### config.mk
export PLATFORM = sky130hd
export DESIGN_NAME = xosera_bus_arbiter_flat
export DESIGN_NICKNAME = d
export VERILOG_FILES = /design/src/rtl/xosera_bus_arbiter_pkg.sv /design/src/rtl/xosera_bus_arbiter_if.sv /design/src/rtl/xosera_bus_arbiter.sv /design/src/flat_wrapper.sv
export SDC_FILE = /design/constraint.sdc
export NUM_CORES = 1
export LEC_CHECK = 0
export ABC_AREA = 1
export CAP_MARGIN = 10
export CELL_PAD_IN_SITES_DETAIL_PLACEMENT = 0
export CELL_PAD_IN_SITES_GLOBAL_PLACEMENT = 1
export CORE_AREA = 2 2 77 79
export CTS_CLUSTER_SIZE = 14
export DETAILED_ROUTE_END_ITERATION = 12
export DIE_AREA = 0 0 79 81
export GPL_ROUTABILITY_DRIVEN = 0
export PLACE_DENSITY_LB_ADDON = 0.1
export SYNTH_ARGS = -nofsm -noshare
export SYNTH_HDL_FRONTEND = slang
export SYNTH_SLANG_ARGS = --single-unit
export TNS_END_PERCENT = 30
### constraint.sdc
create_clock -name clk -period 1.65 [get_ports clk]
set_clock_uncertainty 0.1 [all_clocks]
set_input_delay 0.495 -clock clk [delete_from_list [all_inputs] [get_ports clk]]
set_output_delay 0.495 -clock clk [all_outputs]
set_load 0.02 [all_outputs]
### src/rtl/xosera_bus_arbiter_pkg.sv
// ---------------------------------------------------------------------------
// xv : shared Xosera definitions used by the bus arbiter slice.
//   arb_state_t  - arbiter sequencing states (IDLE, SETUP, STROBE, HOLD)
//   ARB_NUM_REQ  - number of host bridges sharing the register bus
//   cs_ENABLED / cs_DISABLED - active-low chip-select levels
//   RnW_READ     - bus_rd_nwr level that selects a read
// ---------------------------------------------------------------------------
package xv;

  localparam int   ARB_NUM_REQ = 2;

  localparam logic cs_ENABLED  = 1'b0;
  localparam logic cs_DISABLED = 1'b1;
  localparam logic RnW_READ    = 1'b1;

  typedef enum logic [1:0] {
    IDLE   = 2'd0,
    SETUP  = 2'd1,
    STROBE = 2'd2,
    HOLD   = 2'd3
  } arb_state_t;

endpackage

### src/rtl/xosera_bus_arbiter_if.sv
// ---------------------------------------------------------------------------
// xosera_bus_arbiter_if : requester-side handshake plus Xosera register bus.
//   Requester side : req_i, wr_i, bytesel_i, reg_num_i, wdata_i (in)
//                    ack_o, rdata_o, grant_o, busy_o            (out)
//   Xosera side    : bus_cs_n_o, bus_rd_nwr_o, bus_bytesel_o,
//                    bus_reg_num_o, bus_data_o (out), bus_data_i (in)
//   slave  modport : the arbiter
//   master modport : bridges plus the Xosera core (or a bench model)
// ---------------------------------------------------------------------------
interface xosera_bus_arbiter_if;
  import xv::*;

  logic [ARB_NUM_REQ-1:0]   req_i;
  logic [ARB_NUM_REQ-1:0]   wr_i;
  logic [ARB_NUM_REQ-1:0]   bytesel_i;
  logic [4*ARB_NUM_REQ-1:0] reg_num_i;
  logic [8*ARB_NUM_REQ-1:0] wdata_i;
  logic [ARB_NUM_REQ-1:0]   ack_o;
  logic [7:0]               rdata_o;
  logic                     grant_o;
  logic                     busy_o;
  logic                     bus_cs_n_o;
  logic                     bus_rd_nwr_o;
  logic                     bus_bytesel_o;
  logic [3:0]               bus_reg_num_o;
  logic [7:0]               bus_data_o;
  logic [7:0]               bus_data_i;

  modport slave (
    input  req_i, wr_i, bytesel_i, reg_num_i, wdata_i, bus_data_i,
    output ack_o, rdata_o, grant_o, busy_o,
    output bus_cs_n_o, bus_rd_nwr_o, bus_bytesel_o, bus_reg_num_o, bus_data_o
  );

  modport master (
    output req_i, wr_i, bytesel_i, reg_num_i, wdata_i, bus_data_i,
    input  ack_o, rdata_o, grant_o, busy_o,
    input  bus_cs_n_o, bus_rd_nwr_o, bus_bytesel_o, bus_reg_num_o, bus_data_o
  );

endinterface

### src/rtl/xosera_bus_arbiter.sv
// ---------------------------------------------------------------------------
// xosera_bus_arbiter : shares the Xosera 8-bit register bus between the SPI
// bridge (requester 0) and the UART bridge (requester 1). Each grant becomes
// one bus cycle: SETUP (CS high, fields stable), STROBE (CS low for
// STROBE_CYCLES cycles), HOLD (CS high, one-cycle ack to the winner).
//
// Parameters : STROBE_CYCLES (1..15, default 2) - CS-low width per access
// Ports      : clk     - pixel clock, sole clock
//              reset_i - synchronous active-high reset
//              bus_if  - xosera_bus_arbiter_if.slave (handshake + Xosera bus)
// Build option: XOSERA_ARB_ROUND_ROBIN_EN - when defined, ties go to the
//              requester not granted last; otherwise requester 0 always wins.
// All outputs come straight from registers.
// ---------------------------------------------------------------------------
module xosera_bus_arbiter
  import xv::*;
#(
  parameter int STROBE_CYCLES = 2
) (
  input  wire logic             clk,
  input  wire logic             reset_i,
  xosera_bus_arbiter_if.slave   bus_if
);

  // The strobe counter is 4 bits wide.
  if (STROBE_CYCLES < 1 || STROBE_CYCLES > 15) begin : g_bad_strobe
    $error("xosera_bus_arbiter: STROBE_CYCLES must be in 1..15");
  end

  arb_state_t             r_state;
  logic [3:0]             r_cnt;
  logic                   r_grant;
  logic [ARB_NUM_REQ-1:0] r_ack;
  logic [7:0]             r_rdata;
  logic                   r_busy;
  logic                   r_cs_n;
  logic                   r_rd_nwr;
  logic                   r_bytesel;
  logic [3:0]             r_reg_num;
  logic [7:0]             r_wdata;
  logic                   w_winner;

`ifdef XOSERA_ARB_ROUND_ROBIN_EN
  logic                   r_last_grant;

  // On a tie, hand the bus to whoever did not have it last.
  always_comb begin
    w_winner = 1'b0;
    if (bus_if.req_i[0] && bus_if.req_i[1]) begin
      w_winner = ~r_last_grant;
    end else begin
      w_winner = ~bus_if.req_i[0];
    end
  end
`else
  // Fixed priority: requester 0 wins whenever it asks.
  always_comb begin
    w_winner = 1'b0;
    w_winner = ~bus_if.req_i[0];
  end
`endif

  always_ff @(posedge clk) begin
    if (reset_i) begin
      r_state      <= IDLE;
      r_cnt        <= 4'd0;
      r_grant      <= 1'b0;
      r_ack        <= '0;
      r_rdata      <= 8'h00;
      r_busy       <= 1'b0;
      r_cs_n       <= cs_DISABLED;
      r_rd_nwr     <= RnW_READ;
      r_bytesel    <= 1'b0;
      r_reg_num    <= 4'h0;
      r_wdata      <= 8'h00;
`ifdef XOSERA_ARB_ROUND_ROBIN_EN
      r_last_grant <= 1'b1;
`endif
    end else begin
      case (r_state)
        IDLE: begin
          if (|bus_if.req_i) begin
            // Latch everything once; requester inputs are ignored until IDLE.
            r_grant   <= w_winner;
            r_rd_nwr  <= ~bus_if.wr_i[w_winner];
            r_bytesel <= bus_if.bytesel_i[w_winner];
            r_reg_num <= bus_if.reg_num_i[{w_winner, 2'b00} +: 4];
            r_wdata   <= bus_if.wdata_i[{w_winner, 3'b000} +: 8];
            r_busy    <= 1'b1;
            r_state   <= SETUP;
`ifdef XOSERA_ARB_ROUND_ROBIN_EN
            r_last_grant <= w_winner;
`endif
          end
        end
        SETUP: begin
          r_cnt   <= 4'(STROBE_CYCLES - 1);
          r_cs_n  <= cs_ENABLED;
          r_state <= STROBE;
        end
        STROBE: begin
          if (r_cnt == 4'd0) begin
            // Sample read data at the end of the last strobe cycle.
            if (r_rd_nwr == RnW_READ) begin
              r_rdata <= bus_if.bus_data_i;
            end
            r_cs_n         <= cs_DISABLED;
            r_ack[r_grant] <= 1'b1;
            r_state        <= HOLD;
          end else begin
            r_cnt <= r_cnt - 4'd1;
          end
        end
        HOLD: begin
          r_ack   <= '0;
          r_busy  <= 1'b0;
          r_state <= IDLE;
        end
        default: r_state <= IDLE;
      endcase
    end
  end

  assign bus_if.ack_o         = r_ack;
  assign bus_if.rdata_o       = r_rdata;
  assign bus_if.grant_o       = r_grant;
  assign bus_if.busy_o        = r_busy;
  assign bus_if.bus_cs_n_o    = r_cs_n;
  assign bus_if.bus_rd_nwr_o  = r_rd_nwr;
  assign bus_if.bus_bytesel_o = r_bytesel;
  assign bus_if.bus_reg_num_o = r_reg_num;
  assign bus_if.bus_data_o    = r_wdata;

endmodule

### src/flat_wrapper.sv
// flat-port wrapper written by rule: the top's interface ports become plain ports
module xosera_bus_arbiter_flat import xv::*;
#(
  parameter int STROBE_CYCLES = 2
)
  (clk, reset_i, bus_if_req_i, bus_if_wr_i, bus_if_bytesel_i, bus_if_reg_num_i, bus_if_wdata_i, bus_if_bus_data_i, bus_if_ack_o, bus_if_rdata_o, bus_if_grant_o, bus_if_busy_o, bus_if_bus_cs_n_o, bus_if_bus_rd_nwr_o, bus_if_bus_bytesel_o, bus_if_bus_reg_num_o, bus_if_bus_data_o);
  xosera_bus_arbiter_if bus_if_i ();
  input  wire logic clk;
  input  wire logic reset_i;
  input wire logic [$bits(bus_if_i.req_i)-1:0] bus_if_req_i;
  input wire logic [$bits(bus_if_i.wr_i)-1:0] bus_if_wr_i;
  input wire logic [$bits(bus_if_i.bytesel_i)-1:0] bus_if_bytesel_i;
  input wire logic [$bits(bus_if_i.reg_num_i)-1:0] bus_if_reg_num_i;
  input wire logic [$bits(bus_if_i.wdata_i)-1:0] bus_if_wdata_i;
  input wire logic [$bits(bus_if_i.bus_data_i)-1:0] bus_if_bus_data_i;
  output wire logic [$bits(bus_if_i.ack_o)-1:0] bus_if_ack_o;
  output wire logic [$bits(bus_if_i.rdata_o)-1:0] bus_if_rdata_o;
  output wire logic [$bits(bus_if_i.grant_o)-1:0] bus_if_grant_o;
  output wire logic [$bits(bus_if_i.busy_o)-1:0] bus_if_busy_o;
  output wire logic [$bits(bus_if_i.bus_cs_n_o)-1:0] bus_if_bus_cs_n_o;
  output wire logic [$bits(bus_if_i.bus_rd_nwr_o)-1:0] bus_if_bus_rd_nwr_o;
  output wire logic [$bits(bus_if_i.bus_bytesel_o)-1:0] bus_if_bus_bytesel_o;
  output wire logic [$bits(bus_if_i.bus_reg_num_o)-1:0] bus_if_bus_reg_num_o;
  output wire logic [$bits(bus_if_i.bus_data_o)-1:0] bus_if_bus_data_o;
  assign bus_if_i.req_i = bus_if_req_i;
  assign bus_if_i.wr_i = bus_if_wr_i;
  assign bus_if_i.bytesel_i = bus_if_bytesel_i;
  assign bus_if_i.reg_num_i = bus_if_reg_num_i;
  assign bus_if_i.wdata_i = bus_if_wdata_i;
  assign bus_if_i.bus_data_i = bus_if_bus_data_i;
  assign bus_if_ack_o = bus_if_i.ack_o;
  assign bus_if_rdata_o = bus_if_i.rdata_o;
  assign bus_if_grant_o = bus_if_i.grant_o;
  assign bus_if_busy_o = bus_if_i.busy_o;
  assign bus_if_bus_cs_n_o = bus_if_i.bus_cs_n_o;
  assign bus_if_bus_rd_nwr_o = bus_if_i.bus_rd_nwr_o;
  assign bus_if_bus_bytesel_o = bus_if_i.bus_bytesel_o;
  assign bus_if_bus_reg_num_o = bus_if_i.bus_reg_num_o;
  assign bus_if_bus_data_o = bus_if_i.bus_data_o;
  xosera_bus_arbiter #(.STROBE_CYCLES(STROBE_CYCLES)) u_core (.clk(clk), .reset_i(reset_i), .bus_if(bus_if_i));
endmodule
==> flow_summary_export.csv <==
group,metric,value,unit
status,status,"finished, final reports clean",
finish,seqCellArea,661,um2
sta,setup_viol,0,
global_route,grt_antenna_before_repair,0,
clock_tree,cts_buffer_depth,2,
pwr,ir_drop,0.576,mV
finish,num-fill-cells,623,
finish,drive_gt1_share,8.42,%
sta,whs,0.355,ns
setup_path,critPathArrivalTime,0.97,ns
finish,multi_input_area,751,um2
synthesis,synth_most_common_cell,"nand2_1",
synthesis,yosys-top-cells-count,"nand2_1, nor2_1, dfxtp_1, a21oi_1, o21ai_0",
floorplan,rows,28,
routing,ant_nets,0,
synthesis,yosysSeqAreaShare,43.7,%
global_route,grtUsageMet2,21.5,%
floorplan,core_area,0.00568,mm2
floorplan,fp.dieH,81,um
clock_tree,cts_root_buf,"clkbuf_8",
finish,layout.nets,342,
synthesis,synth_top_area_cell,"dfxtp_1",
sta,hold_viol_final,0,
routing,wirelength,4090,um
floorplan,die_width,79,um
global_route,grtUsageMet3,5.78,%
routing,via_per_inst,4.23,
placement,dp_hpwl,2960,um
setup_path,cp_slowest_cell,"dfxtp_1",
clock_tree,cts_setup_buffers,0,
setup_path,endpoint_kind,"output pin",
synthesis,yosys_warnings,0,
synthesis,synth_edf_count,0,
sta,fmaxAchievable,639,MHz
synthesis,syn_avg_cell_area,6.87,um2
sta,slew_viol_final,0,
routing,wl_per_cell,11.0,um
synthesis,synth_top_area_share,43.7,%
clock_tree,clock_latency,0.28,ns
synthesis,ys_types,18,
setup_path,reg2reg_slack,0.20,ns
floorplan,start_util,26.6,%
global_route,grt_overflow,0,
pwr,p_total,0.00323,W
finish,syn_to_final_growth,57.0,%
synthesis,synth_area_leaders,"dfxtp_1, nand2_1, nor2_1",
clock_tree,path_clk_slew,0.07,ns
setup_path,cpPeakStageDelay,0.35,ns
job,maxCapViolations,0,
global_route,grtUsageTotal,13.3,%
setup_path,r2r_start,"u_core.r_state[0]$_SDFFE_PP0P_",
synthesis,synth_cells,220,
finish,diodes,0,
setup_path,path_class,"reg -> out",
worst_hold_path,min_from,"u_core.bus_if.rdata_o[0]$_SDFFE_PP0P_",
floorplan,io-pin-count,67,
pwr,p_leak,1.14,nW
setup_path,reg2reg_to,"u_core.r_cnt[2]$_SDFFE_PP0P_",
setup_path,r2r_cells,6,
sta,worstMarginPinSlew,0.279,ns
floorplan,die_area,0.00640,mm2
global_route,grt_max_degree,16,
routing,route.vias.total,1573,
worst_hold_path,hold_class,"reg -> reg",
synthesis,async_reset_ff_share,0,%
worst_hold_path,holdPathStages,2,
finish,finalNonFillerCells,372,
sta,setup_slack,0.0842,ns
routing,drtPass1Iterations,4,
setup_path,worstPathCellList,"dlygate4sd2_1",
clock_tree,cts_tree,"done",
synthesis,syn_nets,266,
setup_path,cp_top_family,"flip-flops",
routing,drc,0,
global_route,first_global_vias,1462,
placement,pre_cts_slack,-0.163,ns
global_route,busiest_layer,"met2",
synthesis,ys.flop_type,"dfxtp_1",
setup_path,critPathBufInv,1,
worst_hold_path,hold_end,"u_core.bus_if.rdata_o[0]$_SDFFE_PP0P_",
pwr,powerDensity,1360,mW/mm2
global_route,use_met1,15.4,%
sta,rsz0062_at_grt,"no",
setup_path,worstPathRequired,1.05,ns
setup_path,start_kind,"flip-flop",
clock_tree,numClockSinks,33,
placement,portBuffers,66,
placement,dp_cells,364,
global_route,grt_first_pass_wirelength,6590,um
synthesis,ys_ff_latch,33,
clock_tree,cts_htree_levels,2,
routing,drt_iter0_drc,70,
sta,slew_headroom,81.4,%
setup_path,path_depth,1,
setup_path,critPathMaxFanout,2,
sta,period_minus_slack,1.57,ns
synthesis,synthesis.area,0.00151,mm2
clock_tree,numCtsBuffers,5,
sta,post-route-period-util,94.9,%
## power by group
part,switching (W),internal (W),leakage (nW),total [W]
clock,0.000293,0.000292,0.0450,0.000586
combinational,0.000886,0.000584,0.827,0.00147
sequential,0.000128,0.00104,0.271,0.00117
## cells in the final DEF, fill, tap and decap left out, drive strengths merged
master,n
dfxtp,33
nand3,7
a21oi,19
inv,15
dlygate4sd2,27
clkbuf,6
o21ai,17
nand4,4
clkinv,2
ha,6
nor2,36
buf,12
nand2,74
clkdlybuf4s50,39
## final cells by class
type / instances / share of cell area (%)
timing repair buffer: 78 / 30.7
tap: 75 / 3.95
sequential: 33 / 27.8
inverter: 15 / 2.37
clock buffer: 6 / 3.06
multi-input combinational: 163 / 31.6
clock inverter: 2 / 0.422
## tightest hold or removal path, stage by stage (launching register included)
cell	delay (ns)
dfxtp_1	0.31
nand2_1	0.05
a21oi_1	0.05
## registers in the layout, indices dropped and copies added, names as in the netlist
| signal | cells |
|---|---|
| u_core.bus_if.ack_o | 2 |
| u_core.bus_if.bus_bytesel_o | 1 |
| u_core.bus_if.bus_cs_n_o | 1 |
| u_core.bus_if.bus_data_o | 8 |
| u_core.bus_if.bus_rd_nwr_o | 1 |
| u_core.bus_if.bus_reg_num_o | 4 |
| u_core.bus_if.busy_o | 1 |
| u_core.bus_if.grant_o | 1 |
| u_core.bus_if.rdata_o | 8 |
| u_core.r_cnt | 4 |
| u_core.r_state | 2 |
## what timing repair did
item	in CTS	in global routing
setup endpoints to repair	27	2
resized for setup	27	1
hold buffers	0	0
pin swaps	0	0
## through the flow
stage          setup TNS [ns]  area, um2  utilization (%)
4_1_cts                     0       2370             41.7
3_3_place_gp            -1.88       2320             40.9
6_report                    0       2370             41.8
2_1_floorplan               0       1510                -
3_5_place_dp            -2.50       2320             40.9
5_1_grt                     0       2370             41.8
## layer usage
layer / vias to the layer above / wire [um]
li1: 848 / -
met1: 668 / 1810
met2: 55 / 1870
met3: 2 / 362
met4: 0 / 41
met5: - / 0
## cells by family after synthesis
family	synth area share (%)
AOI/OAI and AO/OA	12.7
and+or+nand+nor	31.7
buffers and inverters	6.95
DFF	43.7
adders and majority gates	4.97
## how the worst max path moves through the flow
stage | startpoint | end | slack [ns]
after detailed placement | bus_if_req_i[0] | u_core.bus_if.bus_reg_num_o[1]$_SDFFE_PP0P_ | -0.16
final | u_core.bus_if.bus_reg_num_o[1]$_SDFFE_PP0P_ | bus_if_bus_reg_num_o[1] | 0.08
after global placement | bus_if_req_i[0] | u_core.bus_if.bus_data_o[1]$_SDFFE_PP0P_ | -0.12
after floorplan | u_core.r_state[0]$_SDFFE_PP0P_ | u_core.bus_if.rdata_o[0]$_SDFFE_PP0P_ | 0.30
after CTS | u_core.bus_if.bus_data_o[3]$_SDFFE_PP0P_ | bus_if_bus_data_o[3] | 0.07
after global routing | u_core.r_state[0]$_SDFFE_PP0P_ | u_core.r_cnt[2]$_SDFFE_PP0P_ | 0.02
No activity file was read; power rests on OpenSTA's default activity.
